### config.mk
export PLATFORM = sky130hd
export DESIGN_NAME = sram_nibble_arbiter
export DESIGN_NICKNAME = d
export VERILOG_FILES = /design/src/rtl/sram_nibble_arbiter.sv
export SDC_FILE = /design/constraint.sdc
export NUM_CORES = 1
export LEC_CHECK = 0
export BUFFER_PORTS_ARGS = -buffer_cell sky130_fd_sc_hd__buf_2
export CAP_MARGIN = 5
export CORE_MARGIN = 3
export CORE_UTILIZATION = 45
export CTS_CLUSTER_DIAMETER = 200
export DETAILED_ROUTE_END_ITERATION = 8
export PLACE_DENSITY = 0.79
export SYNTH_ARGS = -nofsm -noshare
export SYNTH_HDL_FRONTEND = slang
export SYNTH_SLANG_ARGS = --single-unit
### constraint.sdc
create_clock -name clk -period 1.5 [get_ports clk]
set_input_delay 0 -clock clk [delete_from_list [all_inputs] [get_ports clk]]
set_output_delay 0 -clock clk [all_outputs]
set_load 0.005 [all_outputs]
### src/rtl/sram_nibble_arbiter.sv
// Purpose: shares a 128x8 async-read SRAM between a nibble-serial CPU and a host port. Optional SRAM_WRPROT_EN write-protects 0x00-0x3F from the CPU.
// Latency: CPU reads/writes and host writes are combinational to the SRAM; host read data returns one cycle after the request.
// Backpressure: the host waits for host_gnt, and the CPU is held in reset (cpu_hold) while the host owns the SRAM.
module sram_nibble_arbiter (
    input  logic       clk,
    input  logic       rst,
    input  logic [7:0] cpu_out,
    output logic [3:0] cpu_nibble,
    output logic       cpu_hold,
    input  logic       host_req,
    input  logic       host_valid,
    input  logic       host_we,
    input  logic [6:0] host_addr,
    input  logic [7:0] host_wdata,
    output logic       host_gnt,
    output logic [7:0] host_rdata,
    output logic       host_rvalid,
    output logic [6:0] mem_addr,
    output logic       mem_we,
    output logic [7:0] mem_wdata,
    input  logic [7:0] mem_rdata,
    output logic       wp_fault
);

    typedef enum logic [1:0] {S_RUN, S_DRAIN, S_HOST, S_RELEASE} state_t;

    state_t     state, state_nxt;
    logic       phase, phase_nxt;
    logic [6:0] addr_q, addr_nxt;
    logic [3:0] low_q, low_nxt;
    logic [1:0] drain_cnt, drain_cnt_nxt;
    logic [7:0] rdata_q;
    logic       rvalid_q;
    logic       cpu_active, cpu_wr, cpu_commit, host_acc, wp_hit;

    assign cpu_active = (state == S_RUN) || (state == S_DRAIN);
    assign cpu_wr     = cpu_active && !cpu_out[7] && !cpu_out[5];
    assign cpu_commit = cpu_wr && !phase;
    // A host_valid in the cycle host_req drops is ignored.
    assign host_acc   = (state == S_HOST) && host_req && host_valid;

`ifdef SRAM_WRPROT_EN
    logic wp_q;
    assign wp_hit   = cpu_commit && !addr_q[6];
    assign wp_fault = wp_q;

    always_ff @(posedge clk) begin
        if (!rst) wp_q <= 1'b0;
        else if (wp_hit) wp_q <= 1'b1;
    end
`else
    assign wp_hit   = 1'b0;
    assign wp_fault = 1'b0;
`endif

    assign cpu_nibble  = phase ? mem_rdata[3:0] : mem_rdata[7:4];
    assign cpu_hold    = !rst || (state == S_HOST) || (state == S_RELEASE);
    assign host_gnt    = rst && (state == S_HOST);
    assign host_rdata  = rdata_q;
    assign host_rvalid = rvalid_q;

    always_comb begin
        state_nxt     = state;
        phase_nxt     = phase;
        addr_nxt      = addr_q;
        low_nxt       = low_q;
        drain_cnt_nxt = drain_cnt;
        mem_addr      = addr_q;
        mem_we        = 1'b0;
        mem_wdata     = {cpu_out[3:0], low_q};

        if (cpu_active) begin
            if (cpu_out[7]) begin
                addr_nxt  = cpu_out[6:0];
                phase_nxt = 1'b0;
            end else begin
                phase_nxt = ~phase;
            end
            if (cpu_wr && phase) low_nxt = cpu_out[3:0];
            mem_we = cpu_commit && !wp_hit;
        end

        case (state)
            S_RUN: begin
                if (host_req) begin
                    state_nxt     = S_DRAIN;
                    drain_cnt_nxt = 2'd0;
                end
            end
            S_DRAIN: begin
                if (!host_req)                          state_nxt = S_RUN;
                else if (cpu_out[7] || drain_cnt == 2'd3) state_nxt = S_HOST;
                else                                    drain_cnt_nxt = drain_cnt + 2'd1;
            end
            S_HOST: begin
                mem_addr  = host_addr;
                mem_wdata = host_wdata;
                mem_we    = host_acc && host_we;
                if (!host_req) state_nxt = S_RELEASE;
            end
            default: begin
                state_nxt = S_RUN;
                phase_nxt = 1'b0;
            end
        endcase

        // Reset aborts any in-flight access in the same cycle.
        if (!rst) mem_we = 1'b0;
    end

    always_ff @(posedge clk) begin
        if (!rst) begin
            state     <= S_RUN;
            phase     <= 1'b0;
            addr_q    <= 7'd0;
            low_q     <= 4'd0;
            drain_cnt <= 2'd0;
            rdata_q   <= 8'd0;
            rvalid_q  <= 1'b0;
        end else begin
            state     <= state_nxt;
            phase     <= phase_nxt;
            addr_q    <= addr_nxt;
            low_q     <= low_nxt;
            drain_cnt <= drain_cnt_nxt;
            rvalid_q  <= host_acc && !host_we;
            if (host_acc && !host_we) rdata_q <= mem_rdata;
        end
    end

endmodule

Word level (Yosys, flattened, before mapping). Index checks and enable logic that the tools add are counted.

Register bits after elaboration: 25. Bits of input ports: 36. Output and inout port bits: 32. Word-level logic and storage cells: 60.

Add/subtract/negate cells: 1. Eq/ne operators: 9. Multiplexer cells: 16. Bitwise gates (word level): 1. Reduce and logical (&&, ||, !) cells: 26.

Operators by type and width (number): 2-bit 2-to-1 mux (7); 1-bit logical AND (9); 8-bit 2-to-1 mux (1); 2-bit != test (second input constant) (4); 7-bit 2-to-1 mux (1); 2-bit equality test (second input constant) (3); 2-bit one-hot mux with 3 select lines (1); 2-bit AND reduction (3); 1-bit zero test (5); 1-bit logical OR (4); 1-bit 2-to-1 mux (4); 4-bit 2-to-1 mux (1); 2-bit one-hot mux with 2 select lines (1); 4-bit AND reduction (1); 3-bit by 2-bit != test with 1-bit output (second input constant) (1); 3-bit AND reduction (1); 3-bit OR reduction (1); 2-bit by 1-bit adder with 2-bit output (second input constant) (1); 2-bit by 1-bit equality test with 1-bit output (second input constant) (1); 2-bit zero test (1); 2-bit nonzero test (1); 1-bit NOT (1).

Depth between registers and ports, before layout. Gate-level depths: netlist of run 1.

Depth after elaboration: 8. Depth in mapped cells: 6. Depth with buffers taken out: 4.

Worst setup path before layout of run 1. Ideal clock, no wire load.

Kind: flip-flop to flip-flop. From: register drain_cnt[0]. To: register drain_cnt[1]. Setup time: 0.074 ns. Arrival: 1.108 ns. Required time: 1.426 ns. Slack: 0.318 ns. Stages on the path, launching flop included: 5. Path buffers: 0. Period minus slack after synthesis: 1.182 ns. Cells stage by stage: dfxtp_1 > ha_1 > nor4b_2 > nand3_1 > a31oi_1.

Cells in the longest elaborated chain, start to end: 4. Elaborated cells on any way between the ends: 8. Those cells by class: 1 x add/sub; 2 x eq/ne; 3 x mux; 2 x reduce/logical.

RTL lines: start, declared (RTL line 31) `logic [1:0] drain_cnt, drain_cnt_nxt;`; start signal, assigned (RTL line 125) `drain_cnt <= drain_cnt_nxt;`; 2-bit by 1-bit adder with 2-bit output or 2-bit equality test (tied branches) (RTL line 93, 92); 2-bit 2-to-1 mux or 1-bit logical OR (tied branches) (RTL line 92) `else if (cpu_out[7] || drain_cnt == 2'd3) state_nxt = S_HOST;`; 2-bit 2-to-1 mux or 2-bit != test (tied branches); 2-bit one-hot mux with 2 select lines or 4-bit AND reduction (tied branches).

Parallel ways exist; a longest one is shown, timed or not. The select of a mux whose other input is x is not followed. A chain may end at the register's enable or synchronous reset.

Worst setup path in the final report of run 1.
From: register state[1]. To: output mem_wdata[4].

Cells in the longest elaborated chain, start to end: 2.

RTL lines: start, declared (RTL line 27) `state_t state, state_nxt;`; start signal, assigned (RTL line 121) `state <= state_nxt;`; 2-bit equality test (RTL line 83) `case (state)`; 8-bit 2-to-1 mux (RTL line 83); end, declared (RTL line 20) `output logic [7:0] mem_wdata,`.

No other way between the ends.

==> impl_metrics.toml, run 1 <==
[run_status]
status = "complete, but fails checks"
violations = "negative setup slack"

[route]
drtAntennaViolNets = 0
dr.pass1.iters = 4
vias = 1246
drc_errors = 0
dr.first_iter.drc_count = 29
routedWlPerCell_um = 12.6
drt-total-wl_um = 3240
vias_per_cell = 4.85

[global_route]
grt_max_degree = 22
antenna_found_initial = 0
grt_overflow = 0
grt_pass1_vias = 1111
grt_usage_pct = 17.1
grt_pass1_wl_um = 4740

[final_layout]
fillers = 221
final_common_cell = "buf_2"
layout-drive-gt1-share_pct = 46.9
final_cells = 257
area_delta_synth_final_pct = 49.8
final_cell_mix = "buf_2 (58), nand2_1 (32), dfxtp_1 (23), dlygate4sd3_1 (15)"
layout.nets = 264
final_area_um2 = 1980
postLayoutCoreUtil_pct = 71.3
antennaDiodeCount = 0

[setup_path]
crit_fanout = 8
crit_arrival_ps = 1540
cp.required_ps = 1500
crit_path_start_kind = "register"
critPathCaptureType = "primary output"
crit_type = "register to primary output"

[clocking]
insertion_delay_ps = 320
cts_buffer_depth = 2
path_clk_slew_ps = 140
clock_sinks = 25
numCtsBuffers = 3
ctsHtreeMaxLevel = 1
cts_root_buf = "clkbuf_4"
cts_tree = "built"

[timing]
setup_tns_ps = -468
hold_ws_ps = 99.9
finalHoldViolations = 0
fin_crit_ps = 1540
timing.final.ws_setup_ps = -36.1
skew_ps = 0.976
rsz0062_at_grt = "yes"
fin_crit_sh_pct = 102
fmax_mhz = 651
drv_slew = 0
setup_viol = 15

[place]
dp_slack_ps = 130
hpwl_um = 2180
portBuffers = 66
gp_congestion = 0.783
postPlaceCellArea_um2 = 1680
dp_cells = 233

[yosys]
yosys_warnings = 0
ys_ff_latch = 25
synth_nets = 177
synth_area_um2 = 1330
yosysUniqueCellTypes = 31
synthCells = 140
avgSynthCellArea_um2 = 9.46
yosysSeqAreaShare_pct = 37.8

[floorplan]
start_util_pct = 47.6
rows = 19
pin_count = 68
die_h_um = 60.3
core_area_um2 = 2780
die_w_um = 60.3
dieArea_um2 = 3630

[power_and_ir_drop]
finalPower_mw = 1.31
power_density_nw_per_um2 = 658
p_leak_nw = 0.914
peakVddDrop_uv = 617

[min_path]
hold_path_class = "input pin to register"

[job]
cap_viol_max_count = 0
power by group:
group	internal [mW]	total [mW]	leakage [nW]	switching, mW
registers	0.683	0.695	0.205	0.0124
logic	0.180	0.301	0.695	0.121
clock network	0.102	0.309	0.0139	0.207
total	0.964	1.31	0.914	0.341
worst max-delay path, cell delays in order, from the launching register on:
cell       delay, ps
dfxtp_4          380
nor2b_4          220
clkbuf_16        200
mux2_4           300
buf_6            110
worst paths after layout:
path | slack, ps | cells after the start | startpoint | to
hold reg to reg | 460 | 2 | addr_q[4] | addr_q[4]
hold / removal | 100 | 4 | host_req | drain_cnt[1]
setup reg to reg | 120 | 4 | state[1] | low_q[3]
setup / recovery | -40 | 4 | state[1] | mem_wdata[4]
logic make-up after synthesis:
| group | count (synthesis) | share of synthesized area [%] |
|---|---|---|
| and+or+nand+nor | 54 | 20.9 |
| muxes | 31 | 26.9 |
| DFF | 25 | 37.8 |
| AOI/OAI and AO/OA | 17 | 7.65 |
| buffers and inverters | 11 | 5.57 |
| adders and majority gates | 1 | 0.944 |
| other | 1 | 0.283 |
area by class of cell:
type | count | area, um2 | area share [%]
Clock inverter | 1 | 7.51 | 0.378
Inverter | 1 | 3.75 | 0.189
Clock buffer | 3 | 22.5 | 1.13
Multi-Input combinational cell | 104 | 757 | 38.1
Sequential cell | 25 | 508 | 25.6
Tap cell | 31 | 38.8 | 1.95
Timing Repair Buffer | 92 | 647 | 32.6
registers in the layout, indices dropped and copies added, names as in the netlist:
register     cells
host_rvalid      1
drain_cnt        2
low_q            4
state            2
addr_q           7
host_rdata       8
phase            1
routing by layer:
metal / GRT usage, % / vias to the layer above / part of all wire [%]
met5: 0 / - / 0
met4: 6.65 / 0 / 1.1
met3: 4.32 / 4 / 9.0
met2: 30.6 / 52 / 48
met1: 19.2 / 540 / 42
li1: - / 650 / -
synth_stat cells:
library cell	count	area share, %
a21oi_1	9	3.4
a31oi_1	2	0.94
a41oi_1	1	0.66
and2_1	2	0.94
and4b_1	1	0.76
buf_1	1	0.28
buf_2	2	0.76
buf_4	2	1.1
buf_6	3	2.5
clkbuf_1	2	0.57
conb_1	1	0.28
dfxtp_1	25	38
ha_1	1	0.94
inv_1	1	0.28
mux2_2	13	11
mux2_4	6	6.8
mux2i_1	12	9.1
nand2_1	32	9.1
nand2b_1	4	1.9
nand3_1	1	0.38
nand3b_1	1	0.57
nor2_1	7	2.0
nor2b_1	1	0.47
nor2b_4	1	1.0
nor3_1	1	0.38
nor4_1	1	0.47
nor4b_2	1	1.1
nor4b_4	1	1.8
o211ai_1	2	1.1
o21a_1	2	1.1
o21ai_0	1	0.38
what timing repair did:
item                       CTS  global route
hold endpoints to repair    19             0
pin swaps                    0             0
hold buffers                15             0
setup endpoints to repair   16            15
setup buffers                0             4
gates cloned                 0             1
gates resized for setup      6             9
Note: power is estimated with default switching activity, not from simulation.
==> inputs of run 2 (changes only) <==
--- a/config.mk
+++ b/config.mk
@@ -11,7 +11,7 @@
 export CORE_UTILIZATION = 45
 export CTS_CLUSTER_DIAMETER = 200
 export DETAILED_ROUTE_END_ITERATION = 8
-export PLACE_DENSITY = 0.79
+export PLACE_DENSITY = 0.8
 export SYNTH_ARGS = -nofsm -noshare
 export SYNTH_HDL_FRONTEND = slang
 export SYNTH_SLANG_ARGS = --single-unit
==> run 2 against run 1 <==
Compared with the run above: die area stayed put; via count is 0.40% higher; sequential power hardly changed; the flow still finishes with violations (negative setup slack); sequential cell count stayed put.
==> impl_metrics.toml, run 2 (synthesis gave the netlist of run 1 again) <==
[global_route]
antenna_found_initial = 0
grt_pass1_wl_um = 4860
grt_overflow = 0
grt_max_degree = 22
grt_usage_pct = 17.9
grt_pass1_vias = 1195

[place]
hpwl_um = 2240
portBuffers = 66
postPlaceCellArea_um2 = 1670
gp_congestion = 0.697

[run_status]
violations = "negative setup slack"
status = "complete, but fails checks"

[floorplan]
dieArea_um2 = 3630
die_h_um = 60.3
rows = 19
pin_count = 68
start_util_pct = 47.6
die_w_um = 60.3
core_area_um2 = 2780

[setup_path]
crit_type = "register to primary output"
critPathCaptureType = "primary output"
crit_fanout = 16
cp.required_ps = 1500
crit_arrival_ps = 1520
r2r.worst_path.cells = 5
crit_path_start_kind = "register"

[final_layout]
largest_reg_flops = 8
final_area_um2 = 1900
postLayoutCoreUtil_pct = 68.4
multi_input_area_um2 = 751
layout-drive-gt1-share_pct = 45.2
final_common_cell = "buf_2"
area_delta_synth_final_pct = 43.5
regArea_um2 = 505
final_cell_mix = "buf_2 (60), nand2_1 (32), dfxtp_1 (23), dlygate4sd3_1 (15), mux2_2 (13)"
fillers = 218
antennaDiodeCount = 0
layout.nets = 259

[power_and_ir_drop]
internal_power_uw = 948
p_leak_nw = 0.877
power.share.sequential_pct = 54.8
combPwrFrac_pct = 21.9
peakVddDrop_uv = 461
power_density_nw_per_um2 = 670
swShare_pct = 25.6
p_switching_uw = 326
finalPower_mw = 1.27
pwr-share-clk_pct = 23.3

[clocking]
cts_tree = "built"
clock_sinks = 25
cts_buffer_depth = 2
insertion_delay_ps = 310
path_clk_slew_ps = 130
numCtsBuffers = 3
cts_root_buf = "clkbuf_4"
ctsHtreeMaxLevel = 1

[route]
drt-total-wl_um = 3210
dr.pass1.iters = 2
drtAntennaViolNets = 0
vias = 1251
vias_per_cell = 4.96
dr.first_iter.drc_count = 28
routedWlPerCell_um = 12.7
drc_errors = 0

[timing]
drv_slew = 0
rsz0062_at_grt = "yes"
setup_viol = 9
finalHoldViolations = 0
fin_crit_sh_pct = 101
timing.final.ws_setup_ps = -15.2
fin_crit_ps = 1520
skew_ps = 5.93
fmax_mhz = 660
hold_ws_ps = 107

[min_path]
hold_path_class = "input pin to register"
min_path_cells = 4

[job]
cap_viol_max_count = 0
[run 2: layout make-up]
cell class              count  area share (%)
repair buffers             87            30.3
clock inverters             1           0.263
flip-flops and latches     25            26.6
well taps                  31            2.04
multi-input cells         104            39.5
clock buffers               3            1.18
inverters                   1           0.197
[run 2: stage by stage]
stage,cells,TNS (ps),worst slack (ps)
final,252,-103,-15.2
after global routing,252,-978,-85.8
after global placement,232,0,192
after detailed placement,232,0,103
after CTS,252,-240,-30.9
after floorplan,140,0,318
[run 2: repair_timing]
| action | in CTS | in global routing |
|---|---|---|
| gates resized for setup | 2 | 7 |
| setup endpoints to repair | 15 | 16 |
| hold endpoints to repair | 19 | 0 |
| hold buffers | 15 | 0 |
| gates cloned | 0 | 0 |
| setup buffers | 1 | 0 |
| pin swaps | 0 | 0 |
[run 2: path summary, 6_finish.rpt]
path	startpoint	to	slack, ps
max reg2reg	state[1]	host_rdata[4]	140
max	state[1]	mem_addr[3]	-20
min	host_req	drain_cnt[1]	110
min reg2reg	addr_q[6]	addr_q[6]	460
[run 2: critical path, stage by stage, from the launching register on]
cell and delay, ps:
dfxtp_4 400, nor2b_4 170, buf_12 160, mux2_2 340, buf_2 120
[run 2: power by group through the flow]
stage | logic, mW | registers (mW) | clock network (mW)
2_1_floorplan | 0.134 | 0.709 | 0
3_3_place_gp | 0.230 | 0.713 | 0
3_5_place_dp | 0.234 | 0.714 | 0
4_1_cts | 0.266 | 0.698 | 0.308
5_1_grt | 0.308 | 0.702 | 0.334
6_report | 0.280 | 0.698 | 0.297
[run 2: routing by layer]
layer	vias to the layer above	GRT usage, %	part of all wire [%]
li1	640	-	-
met1	550	17.9	39
met2	57	32.9	48
met3	4	6.05	12
met4	0	8.23	1.2
met5	-	0	0
==> inputs of run 3 (changes only) <==
==> constraint.sdc (replaced) <==
create_clock -name clk -period 1.5 [get_ports clk]
set_input_delay 0 -clock clk [delete_from_list [all_inputs] [get_ports clk]]
set_output_delay 0 -clock clk [all_outputs]
set_load 0.1 [all_outputs]
==> run 3 against run 2 <==
Compared with the run above: the run still ends with negative setup slack left; final cell count is 3.6% higher; sequential share of layout area is 4.4 points lower; power is 35% higher; global-route usage is 7.0 points higher; critical path type unchanged; largest cell class is now buffers.
==> impl_metrics.toml, run 3 (synthesis gave the netlist of run 1 again) <==
[final_layout]
layout.nets = 268
largest_reg_flops = 8
final_cells = 261
antennaDiodeCount = 0
area_delta_synth_final_pct = 73.2
fillers = 136
multi_input_area_um2 = 827
regArea_um2 = 509
final_common_cell = "buf_2"
final_cell_mix = "buf_2 (45), nand2_1 (32), dfxtp_1 (22), buf_12 (18)"
layout-drive-gt1-share_pct = 49.1

[setup_path]
rrSetupSlack_ps = 70
cpPeakStageDelay_ps = 350
critPathCaptureType = "primary output"
critPathSlowestCell = "dfxtp_2"
crit_path_start_kind = "register"
r2r.worst_path.cells = 5
crit_top_cell = "buf_12"
crit_fanout = 5
crit_arrival_ps = 1600
crit_type = "register to primary output"
regToRegEndpoint = "low_q[3]"
cp.required_ps = 1500
crit_start = "state[1]"
reg2reg_from = "state[1]"
worstPathCellList = "nor2b_4 > buf_6 > buf_12 > mux2_4 > buf_12"

[place]
portBuffers = 66
gp_congestion = 0.742
dp_cells = 233
hpwl_um = 2350

[route]
vias_per_cell = 5.31
dr.pass1.iters = 5
drt-total-wl_um = 4540
vias = 1386
drtAntennaViolNets = 0
dr.first_iter.drc_count = 55
drc_errors = 0
routedWlPerCell_um = 17.4

[global_route]
antenna_found_initial = 0
grt_pass1_wl_um = 6590
met1_usage_pct = 27.6
busiest_layer = "met2"
grt_usage_pct = 24.9
grt_overflow = 0
use_met2_pct = 44.9
grt.met3_usage_pct = 6.70
grt_max_degree = 22
grt_pass1_vias = 1374

[timing]
finalHoldViolations = 0
setup_viol = 15
timing.final.ws_setup_ps = -103
skew_ps = 4.37
rsz0062_at_grt = "yes"
worst_pin_slew_ps = 548
fin_crit_sh_pct = 107
slew_headroom_pct = 63.4
fmax_mhz = 624
drv_slew = 0
setup_tns_ps = -843
fin_crit_ps = 1600

[clocking]
numCtsBuffers = 3
path_clk_slew_ps = 130
insertion_delay_ps = 310
cts_root_buf = "clkbuf_4"
ctsHtreeMaxLevel = 1
clock_sinks = 25
cts_buffer_depth = 2
cts_tree = "built"

[min_path]
worstHoldStart = "rst"
min_path_cells = 3
hold_path_class = "input pin to register"
hold_end = "state[0]"

[power_and_ir_drop]
p_leak_nw = 1.01
power_density_nw_per_um2 = 747
peakVddDrop_uv = 808

[floorplan]
pin_count = 68
rows = 19
dieArea_um2 = 3630
start_util_pct = 47.6
die_h_um = 60.3
die_w_um = 60.3
core_area_um2 = 2780

[run_status]
violations = "negative setup slack"
status = "complete, but fails checks"

[job]
cap_viol_max_count = 0
## run 3: changes by cell type in the layout (fill, tap and decap cells not counted), sizes merged
cell,previous run,this run
clkbuf,3,4
buf,72,81
clkinv,1,0
## run 3: metal layers
metal / vias to the layer above / part of all wire, %
li1: 662 / -
met1: 620 / 36
met2: 86 / 50
met3: 18 / 9.8
met4: 0 / 3.9
met5: - / 0
## run 3: area by class of cell
type	count	share of cell area, %
Clock buffer	4	1.15
Inverter	1	0.164
Multi-Input combinational cell	104	36.0
Sequential cell	25	22.2
Tap cell	31	1.69
Timing Repair Buffer	96	38.8
## run 3: worst max-delay path by stage
stage / end / cells past startpoint
final: mem_addr[2] / 5
after floorplan: mem_we / 6
after CTS: mem_addr[6] / 5
after global routing: mem_addr[2] / 5
after global placement: mem_addr[6] / 4
after detailed placement: mem_wdata[0] / 4
## run 3: per-stage QoR
step                hold WS, ps  power (mW)  util, %  setup WS (ps)  cell area (um2)
floorplan                   136        1.14        -          -28.1             1330
global placement            242        1.28     65.1            155             1810
detailed placement          250        1.28     65.1            130             1810
CTS                         108        1.70     82.6          -84.6             2300
global route                119        1.77     82.5           -147             2290
finish                      116        1.71     82.5           -103             2290
## run 3: critical path, delay by kind of cell, from the launching register on
kind,cells,cell delay [ps]
multiplexers,1,320
buffers and inverters,3,420
flip-flops,1,350
AND/OR/NAND/NOR,1,200
## run 3: timing repair
action / CTS / global route
pin swaps: 0 / 4
gates resized for setup: 58 / 7
cloned: 2 / 0
hold endpoints to repair: 19 / 0
hold buffers: 15 / 0
endpoints found under the setup margin: 20 / 23
buffers inserted: 7 / 2
## run 3: power breakdown
part	switching, mW	internal, mW
clock	0.192	0.104
combinational	0.448	0.271
sequential	0.0161	0.684
total	0.656	1.06
